===== src/rtl/prio_arb_pkg.sv =====
// Shared widths, FSM state type and helpers for the 4-way round-robin arbiter.
package prio_arb_pkg;

  localparam int unsigned N_REQ = 4;
  localparam int unsigned ID_W  = 2;
  localparam int unsigned CNT_W = 8;

  typedef enum logic {
    IDLE  = 1'b0,
    GRANT = 1'b1
  } arb_state_t;

  // Rotate left by amt; index arithmetic wraps naturally at ID_W bits.
  function automatic logic [N_REQ-1:0] rotate_left(input logic [N_REQ-1:0] v,
                                                   input logic [ID_W-1:0]  amt);
    logic [N_REQ-1:0] r;
    r = '0;
    for (int i = 0; i < int'(N_REQ); i++) begin
      r[ID_W'(i)] = v[ID_W'(i) - amt];
    end
    return r;
  endfunction

  function automatic logic [N_REQ-1:0] id_to_onehot(input logic [ID_W-1:0] id);
    return N_REQ'(1) << id;
  endfunction

endpackage


===== src/rtl/prio_arb_pick.sv =====
// Combinational round-robin search: first set req bit starting at ptr, wrapping mod 4.
module prio_arb_pick
  import prio_arb_pkg::*;
(
  input  logic [N_REQ-1:0] req,
  input  logic [ID_W-1:0]  ptr,
  output logic             any,
  output logic [ID_W-1:0]  win_id
);

  logic [N_REQ-1:0] order;
  logic [ID_W-1:0]  offset;

  // order[k] is req[(ptr + k) mod 4]; the lowest set k is the winner offset.
  always_comb begin
    order  = rotate_left(req, ~ptr + ID_W'(1));
    any    = |order;
    offset = '0;
    for (int i = int'(N_REQ) - 1; i >= 0; i--) begin
      if (order[i]) offset = ID_W'(i);
    end
    win_id = ptr + offset;
  end

endmodule


===== src/rtl/prio_arbiter.sv =====
// Four-requester round-robin arbiter with registered one-hot grant.
// Optional hold timeout enabled by defining PRIO_ARB_TIMEOUT_EN; the end-of-use pulse is named rel (release is reserved).
module prio_arbiter
  import prio_arb_pkg::*;
#(
  parameter int unsigned MAX_HOLD = 16
) (
  input  logic             clk,
  input  logic             rst_n,
  input  logic [N_REQ-1:0] req,
  input  logic             rel,
  output logic [N_REQ-1:0] gnt,
  output logic [ID_W-1:0]  gnt_id,
  output logic             busy,
  output logic             tout
);

  if (MAX_HOLD < 2 || MAX_HOLD > 255) begin : g_bad_max_hold
    $error("prio_arbiter: MAX_HOLD must be in 2..255");
  end

  arb_state_t       state_q, state_d;
  logic [ID_W-1:0]  ptr_q, ptr_d;
  logic [N_REQ-1:0] gnt_q, gnt_d;
  logic [ID_W-1:0]  gnt_id_q, gnt_id_d;
  logic             busy_q, busy_d;

  logic             pick_any;
  logic [ID_W-1:0]  pick_id;
  logic [ID_W-1:0]  pick_ptr;
  logic             end_natural;
  logic             timeout_hit;

`ifdef PRIO_ARB_TIMEOUT_EN
  logic [CNT_W-1:0] cnt_q, cnt_d;
  logic             tout_q, tout_d;

  assign timeout_hit = (cnt_q == CNT_W'(MAX_HOLD - 1));
  assign tout        = tout_q;
`else
  assign timeout_hit = 1'b0;
  assign tout        = 1'b0;
`endif

  // During a grant, search from just past the holder so the next winner is ready at grant end.
  assign pick_ptr    = (state_q == GRANT) ? (gnt_id_q + ID_W'(1)) : ptr_q;
  assign end_natural = rel | ~req[gnt_id_q];

  prio_arb_pick u_pick (
    .req    (req),
    .ptr    (pick_ptr),
    .any    (pick_any),
    .win_id (pick_id)
  );

  always_comb begin
    state_d  = state_q;
    ptr_d    = ptr_q;
    gnt_d    = gnt_q;
    gnt_id_d = gnt_id_q;
    busy_d   = busy_q;
`ifdef PRIO_ARB_TIMEOUT_EN
    cnt_d    = cnt_q;
    tout_d   = 1'b0;
`endif
    case (state_q)
      IDLE: begin
        if (pick_any) begin
          state_d  = GRANT;
          gnt_d    = id_to_onehot(pick_id);
          gnt_id_d = pick_id;
          busy_d   = 1'b1;
`ifdef PRIO_ARB_TIMEOUT_EN
          cnt_d    = '0;
`endif
        end
      end
      GRANT: begin
`ifdef PRIO_ARB_TIMEOUT_EN
        cnt_d = cnt_q + CNT_W'(1);
`endif
        if (end_natural || timeout_hit) begin
          ptr_d = gnt_id_q + ID_W'(1);
`ifdef PRIO_ARB_TIMEOUT_EN
          // A natural end on the same edge takes precedence over the timeout.
          tout_d = ~end_natural;
`endif
          if (pick_any) begin
            gnt_d    = id_to_onehot(pick_id);
            gnt_id_d = pick_id;
            busy_d   = 1'b1;
`ifdef PRIO_ARB_TIMEOUT_EN
            cnt_d    = '0;
`endif
          end else begin
            state_d  = IDLE;
            gnt_d    = '0;
            gnt_id_d = '0;
            busy_d   = 1'b0;
          end
        end
      end
      default: begin
        state_d  = IDLE;
        gnt_d    = '0;
        gnt_id_d = '0;
        busy_d   = 1'b0;
      end
    endcase
  end

  always_ff @(posedge clk or negedge rst_n) begin
    if (!rst_n) begin
      state_q  <= IDLE;
      ptr_q    <= '0;
      gnt_q    <= '0;
      gnt_id_q <= '0;
      busy_q   <= 1'b0;
`ifdef PRIO_ARB_TIMEOUT_EN
      cnt_q    <= '0;
      tout_q   <= 1'b0;
`endif
    end else begin
      state_q  <= state_d;
      ptr_q    <= ptr_d;
      gnt_q    <= gnt_d;
      gnt_id_q <= gnt_id_d;
      busy_q   <= busy_d;
`ifdef PRIO_ARB_TIMEOUT_EN
      cnt_q    <= cnt_d;
      tout_q   <= tout_d;
`endif
    end
  end

  assign gnt    = gnt_q;
  assign gnt_id = gnt_id_q;
  assign busy   = busy_q;

endmodule


===== config.mk =====
export PLATFORM = sky130hd
export DESIGN_NAME = prio_arbiter
export DESIGN_NICKNAME = d
export VERILOG_FILES = /design/src/rtl/prio_arb_pkg.sv /design/src/rtl/prio_arb_pick.sv /design/src/rtl/prio_arbiter.sv
export SDC_FILE = /design/constraint.sdc
export NUM_CORES = 1
export LEC_CHECK = 0
export CAP_MARGIN = 20
export CORE_MARGIN = 8
export CORE_UTILIZATION = 49
export DETAILED_ROUTE_END_ITERATION = 6
export PLACE_DENSITY = 0.8
export SLEW_MARGIN = 20
export SYNTH_ARGS = -nofsm -noshare
export SYNTH_HDL_FRONTEND = slang
export SYNTH_SLANG_ARGS = --single-unit
export TNS_END_PERCENT = 5

===== constraint.sdc =====
create_clock -name clk -period 2.47 [get_ports clk]
set_input_delay 0.494 -clock clk [delete_from_list [all_inputs] [get_ports clk]]
set_output_delay 0.494 -clock clk [all_outputs]
set_load 0.005 [all_outputs]

### Word level (Yosys, flattened, before mapping)

Cells that the tools add are included.

* shift operators: 1
* div/mod/pow operators: 0
* add/subtract/negate cells: 5
* bitwise logic cells: 4
* $lt $le $gt $ge: 3
* multipliers: 0
* mux-type cells: 23
* reduce and logical (&&, ||, !) cells: 3
* equal/unequal tests: 2

Operators with widths (count)
* two-way mux 4 bit: 3
* less-than comparator 2 x 3 -> 1 bit, second input constant: 3
* two-way mux 1 bit: 9
* two-way mux 2 bit: 4
* one-hot mux 4 bit (2 select lines): 1
* binary-select mux 1 bit (select 2 bit): 3
* adder 2 x 1 -> 2 bit, second input constant: 2
* one-hot mux 1 bit (2 select lines): 2
* one-hot mux 2 bit (2 select lines): 1
* AND reduction 2 bit: 2
* left shift 1 x 2 -> 4 bit, first input constant: 1
* subtractor 1 x 2 -> 2 bit, first input constant: 2
* adder 2 x 1 -> 2 bit: 1
* inequality test 2 x 1 -> 1 bit, second input constant: 1
* inequality test 2 bit, second input constant: 1
* NOT 1 bit: 2
* NOT 2 bit: 1
* OR reduction 2 bit: 1
* bitwise OR 1 bit: 1

* memory bits (read-only): 0
* memories: 0
* input bits: 7
* logic and storage cells: 46
* RAM bits: 0
* output and inout port bits: 8
* register bits: 10
* latch bits: 0

### Depth between registers and ports, before layout

* depth in word-level cells: 14
* mapped depth: 9
* mapped depth without buffers: 8

### By module

Synthesis repeated with hierarchy kept, for this count alone.

* cell total of the unflattened synthesis: 74
* area, all modules: 704.4 um^2

By module, submodules not included
* prio_arbiter: instances 1, cells an instance 62, area an instance 613.1 um^2, seq. area each 250.2 um^2
* prio_arb_pick: instances 1, cells an instance 12, area an instance 91.3 um^2, seq. area each 0.0 um^2

### Worst setup path before layout

OpenSTA, ideal clock, no wires.

* path type: register -> register
* start point: register gnt_id_q[0] (netlist: gnt_id[0])
* end point: register gnt_q[3] (netlist: gnt[3])
* required time: 2.369 ns
* stages on the path, launching flop included: 10
* path slack: 0.479 ns
* arrival time: 1.890 ns
* setup time: 0.101 ns
* path buffers: 1
* period minus slack after synthesis: 1.991 ns
* cells stage by stage: dfrtp_1 > buf_4 > xnor2_1 > a21oi_1 > nor3b_1 > a21oi_1 > mux2i_1 > ha_1 > xnor2_1 > o32ai_1

* cells in the longest elaborated chain, start to end: 14
* elaborated cells between the ends (all ways): 26
* classes of those cells: add/sub (5); eq/ne (2); shift (1); mux (13); bitwise (3); reduce/logical (2)

Ends and longest elaborated chain
* from (decl): line prio_arbiter.sv:25 `logic [ID_W-1:0] gnt_id_q, gnt_id_d;`
* from (signal assigned): line prio_arbiter.sv:127 `gnt_id_q <= gnt_id_d;`
* adder 2 x 1 -> 2 bit: line prio_arbiter.sv:46 `assign pick_ptr = (state_q == GRANT) ? (gnt_id_q + ID_W'(1)) : ptr_q;`
* two-way mux 2 bit: line prio_arbiter.sv:46
* NOT 2 bit: line prio_arb_pick.sv:16 `order = rotate_left(req, ~ptr + ID_W'(1));`
* adder 2 x 1 -> 2 bit: line prio_arb_pick.sv:16
* subtractor 1 x 2 -> 2 bit: line prio_arb_pkg.sv:19 `r[ID_W'(i)] = v[ID_W'(i) - amt];`
* binary-select mux 1 bit (select 2 bit): line prio_arb_pkg.sv:19
* two-way mux 1 bit (not written as such): line prio_arb_pkg.sv:19
* two-way mux 1 bit (2 in a row): line prio_arb_pick.sv:20 `if (order[i]) offset = ID_W'(i);`
* adder 2 x 1 -> 2 bit: line prio_arb_pick.sv:22 `win_id = ptr + offset;`
* left shift 1 x 2 -> 4 bit: line prio_arb_pkg.sv:25 `return N_REQ'(1) << id;`
* two-way mux 4 bit: line prio_arbiter.sv:88 `if (pick_any) begin`
* two-way mux 4 bit: line prio_arbiter.sv:82 `if (end_natural || timeout_hit) begin`
* one-hot mux 4 bit (2 select lines): line prio_arbiter.sv:66 `case (state_q)`
* to (signal assigned): line prio_arbiter.sv:126 `gnt_q <= gnt_d;`
* to (decl): line prio_arbiter.sv:24 `logic [N_REQ-1:0] gnt_q, gnt_d;`

Parallel ways exist; a longest one is shown, timed or not. The select of a mux whose other input is x is not followed.
A chain may end at the register's enable or synchronous reset.

### Worst setup path in the final report

* start point: register gnt_id_q[1] (netlist: gnt_id[1])
* end point: register gnt_q[1] (netlist: gnt[1])

The elaborated chain is that of the path after synthesis.

==> summary.md <==
| Metric | Value |
|---|---|
| Die footprint | around 3000 µm² |
| Endpoints failing setup | 0 |
| Final core occ | 0.617 |
| Wire per inst | about 15 µm |
| Max_cap viols | 0 |
| Top_reg_cell synth | dfrtp_1 |
| Post-layout min period | between 2 and 2.5 ns |
| PortBufs | 13 |
| Post-synthesis sequential area ratio | 0.334 |
| CTS resizes | 0 |
| Initial core utilization | 0.509 |
| Placement Setup Slack | around 0.13 ns |
| R2r endpoint | gnt[1] |
| Syn_nets | a little over 90 |
| Vias | 670 |
| Synth async-reset ratio | 1.00 |
| TritonCTS buffer count | 3 |
| Crit path cell chain | xnor2_1, a21oi_1, nand2_1, a2bb2oi_1, mux2i_1, ha_1, xnor2_1, o32ai_1 |
| Most used cell along the critical path | xnor2_1 |
| Met1 usage | 0.149 |
| Most common cell in the netlist | nand2_1 |
| Final Max Slew Viols | 0 |
| Worst hold slack | about 0.48 ns |
| Final worst clock skew | between 0.007 and 0.008 ns |
| Antenna violations before repair | 0 |
| # IOs | 15 |
| Synth cell count leaders | 13 x nand2_1, 10 x dfrtp_1, 5 x a211oi_1, 5 x a21oi_1, 4 x buf_4 |
| First element of the critical path | gnt_id[1] |
| Root buf cell | clkbuf_4 |
| Setup WS post-layout | about 0.28 ns |
| CP required | between 2 and 3 ns |
| Delay of the slowest critical-path stage | between 0.4 and 0.5 ns |
| DRT Pass-1 Iters | 4 |
| Setup CP Type | flip-flop to flip-flop |
| Die Height | 55.1 µm |
| Residual DRC count | 0 |
| Nets | 105 |
| Hold WC Path Type | flip-flop to flip-flop |
| Reg-to-Reg Start | gnt_id[1] |
| Congestion Overflow GR | 0 |
| CP Launch Type | flip-flop |
| Clock tree from TritonCTS | done |
| Avg Synthesized Cell Area | approximately 9.0 µm² |
| Most used routing layer | met2 |
| Routed WL | about 1700 µm |
| Layout cells sized above 1 | 0.135 |
| Clock slew at reported path FFs | around 0.080 ns |
| Core ar. | around 1500 µm² |
| Worst skew pair latency | between 0.2 and 0.3 ns |
| GRT Total Usage | 0.127 |
| Post-synth top area share | 0.334 |
| Fill count | around 130 |
| 1st-iter DRT viols | 13 |
| Crit end category | flip-flop |
| LEAKAGE | approximately 0.37 nW |
| RSZ-0062 raised after global routing | false |
| Dpl hpwl | about 1300 µm |
| Antenna Nets Post-Route | 0 |
| WP data arrival | about 2.4 ns |
| Final count of hold timing violations | 0 |
| Met3 Use GR | 0.0428 |
| Area Growth Syn to Fin | 21.4% |
| Crit path capture | gnt[1] |
| Hold buffer count at cts | 0 |
| H-tree levels | 1 |
| Tcrit/Tclk final | 0.886 |
| CP max FO | 9 |
| PwrDens | about 1500 nW/µm² |
| Slowest cell on the critical path | dfrtp_1 |
| Number of flops mapped to enable cells by yosys | 0 |
| Reg2Reg Depth | 8 |
| Mapped Cells | just over 80 |
| Clk buf depth | 2 |
| Largest area contributor in the netlist | dfrtp_1 |
| Diodes inserted | 0 |
| R2R Setup Slk | about 0.28 ns |
| Post-Route Setup TNS | 0 ns |
| Met2 Use GR | 0.215 |
| Vias per inst | 5.98 |
| Vias in the first global route | approximately 650 |
| RePlAce Congestion | 0.829 |
| Synth warn | 0 |
| Post-CTS setup buffers | 0 |
| FP Rows | 14 |
| Synth Cell Area | 748 µm² |
| DIE WIDTH | approximately 55 µm |
| Yosys reg bits | 10 |
| Largest net degree at the start of global routing | 12 |
| Dominant cells by area after synthesis | dfrtp_1 33%, nand2_1 6.5%, a211oi_1 5.0%, mux2i_1 4.0%, buf_4 4.0% |
| Synth cell types | 34 |
| First-pass GRT wire length | between 2000 and 3000 µm |
| Status | finished clean |
| Max VDD drop | between 0.7 and 0.8 mV |
| Clock sinks | 10 |
| F_max | ~460 MHz |
-- layer usage --
layer,vias up,routed length [µm]
met1,316,736
li1,332,-
met3,4,113
met4,0,22
met5,-,0
met2,18,834
-- state kept, by name, summed over array words and instances (netlist names) --
| name | cells |
|---|---|
| busy | 1 |
| gnt | 4 |
| gnt_id | 2 |
| ptr_q | 2 |
| state_q | 1 |
-- area by class of cell --
cell class / instances / area (µm²) / share of cell area
Sequential cell: 10 / 250 / 0.275
Inverter: 3 / 11.3 / 0.0124
Timing Repair Buffer: 16 / 153 / 0.168
Tap cell: 16 / 20.0 / 0.0220
Clock buffer: 4 / 36.3 / 0.0399
Multi-Input combinational cell: 63 / 438 / 0.482
-- where the power goes --
part / internal, mW / switching, mW / leakage (nW) / total (mW)
Sequential: 0.245 / 0.0917 / 0.121 / 0.337
Combinational: 0.444 / 0.440 / 0.228 / 0.884
Clock: 0.0896 / 0.0626 / 0.0210 / 0.152
Total: 0.779 / 0.594 / 0.370 / 1.37
-- metrics by stage --
stage / total power, mW / std cells / cell area, µm²
floorplan: 1.00 / 83 / 748
global placement: 1.21 / 108 / 872
detailed placement: 1.23 / 108 / 872
CTS: 1.38 / 112 / 908
global route: 1.48 / 112 / 908
finish: 1.37 / 112 / 908
-- cells in the final DEF, fill, tap and decap left out, types with 2 or more instances in the layout --
master,instances
nand2_1,13
clkdlybuf4s50_1,13
dfrtp_1,10
a21oi_1,5
a211oi_1,5
xnor2_1,3
nor2_1,3
mux2i_1,3
nand3b_1,3
inv_1,3
clkbuf_4,3
buf_4,3
nor2b_1,2
or3b_2,2
o32ai_1,2
o211ai_1,2
o31ai_1,2
o21ai_0,2
-- worst min path at each step --
stage / startpoint / cells after the start / to / slack (ns)
6_report: busy / 2 / busy / 0.48
5_1_grt: busy / 2 / busy / 0.50
4_1_cts: busy / 2 / busy / 0.48
3_5_place_dp: busy / 2 / busy / 0.46
3_3_place_gp: busy / 2 / busy / 0.47
2_1_floorplan: rst_n / 0 / busy / 0.20
-- critical path, delay by kind of cell, from the launching register on --
kind | cells | cell delay, ns
mux | 1 | 0.13
xor+xnor | 2 | 0.30
compound gates | 3 | 0.84
flops | 1 | 0.48
fa+ha+maj | 1 | 0.22
simple gates | 1 | 0.11
-- kinds of logic after synthesis --
kind of cell | count (synthesis) | share of synthesized area
and+or+nand+nor | 30 | 0.231
AOI/OAI and AO/OA | 24 | 0.227
other | 1 | 0.00501
DFF | 10 | 0.334
muxes | 4 | 0.0702
adders and majority gates | 1 | 0.0167
xor gates and xnor gates | 3 | 0.0351
buffers and inverters | 10 | 0.0803
Note: power is estimated with default switching activity, not from simulation.
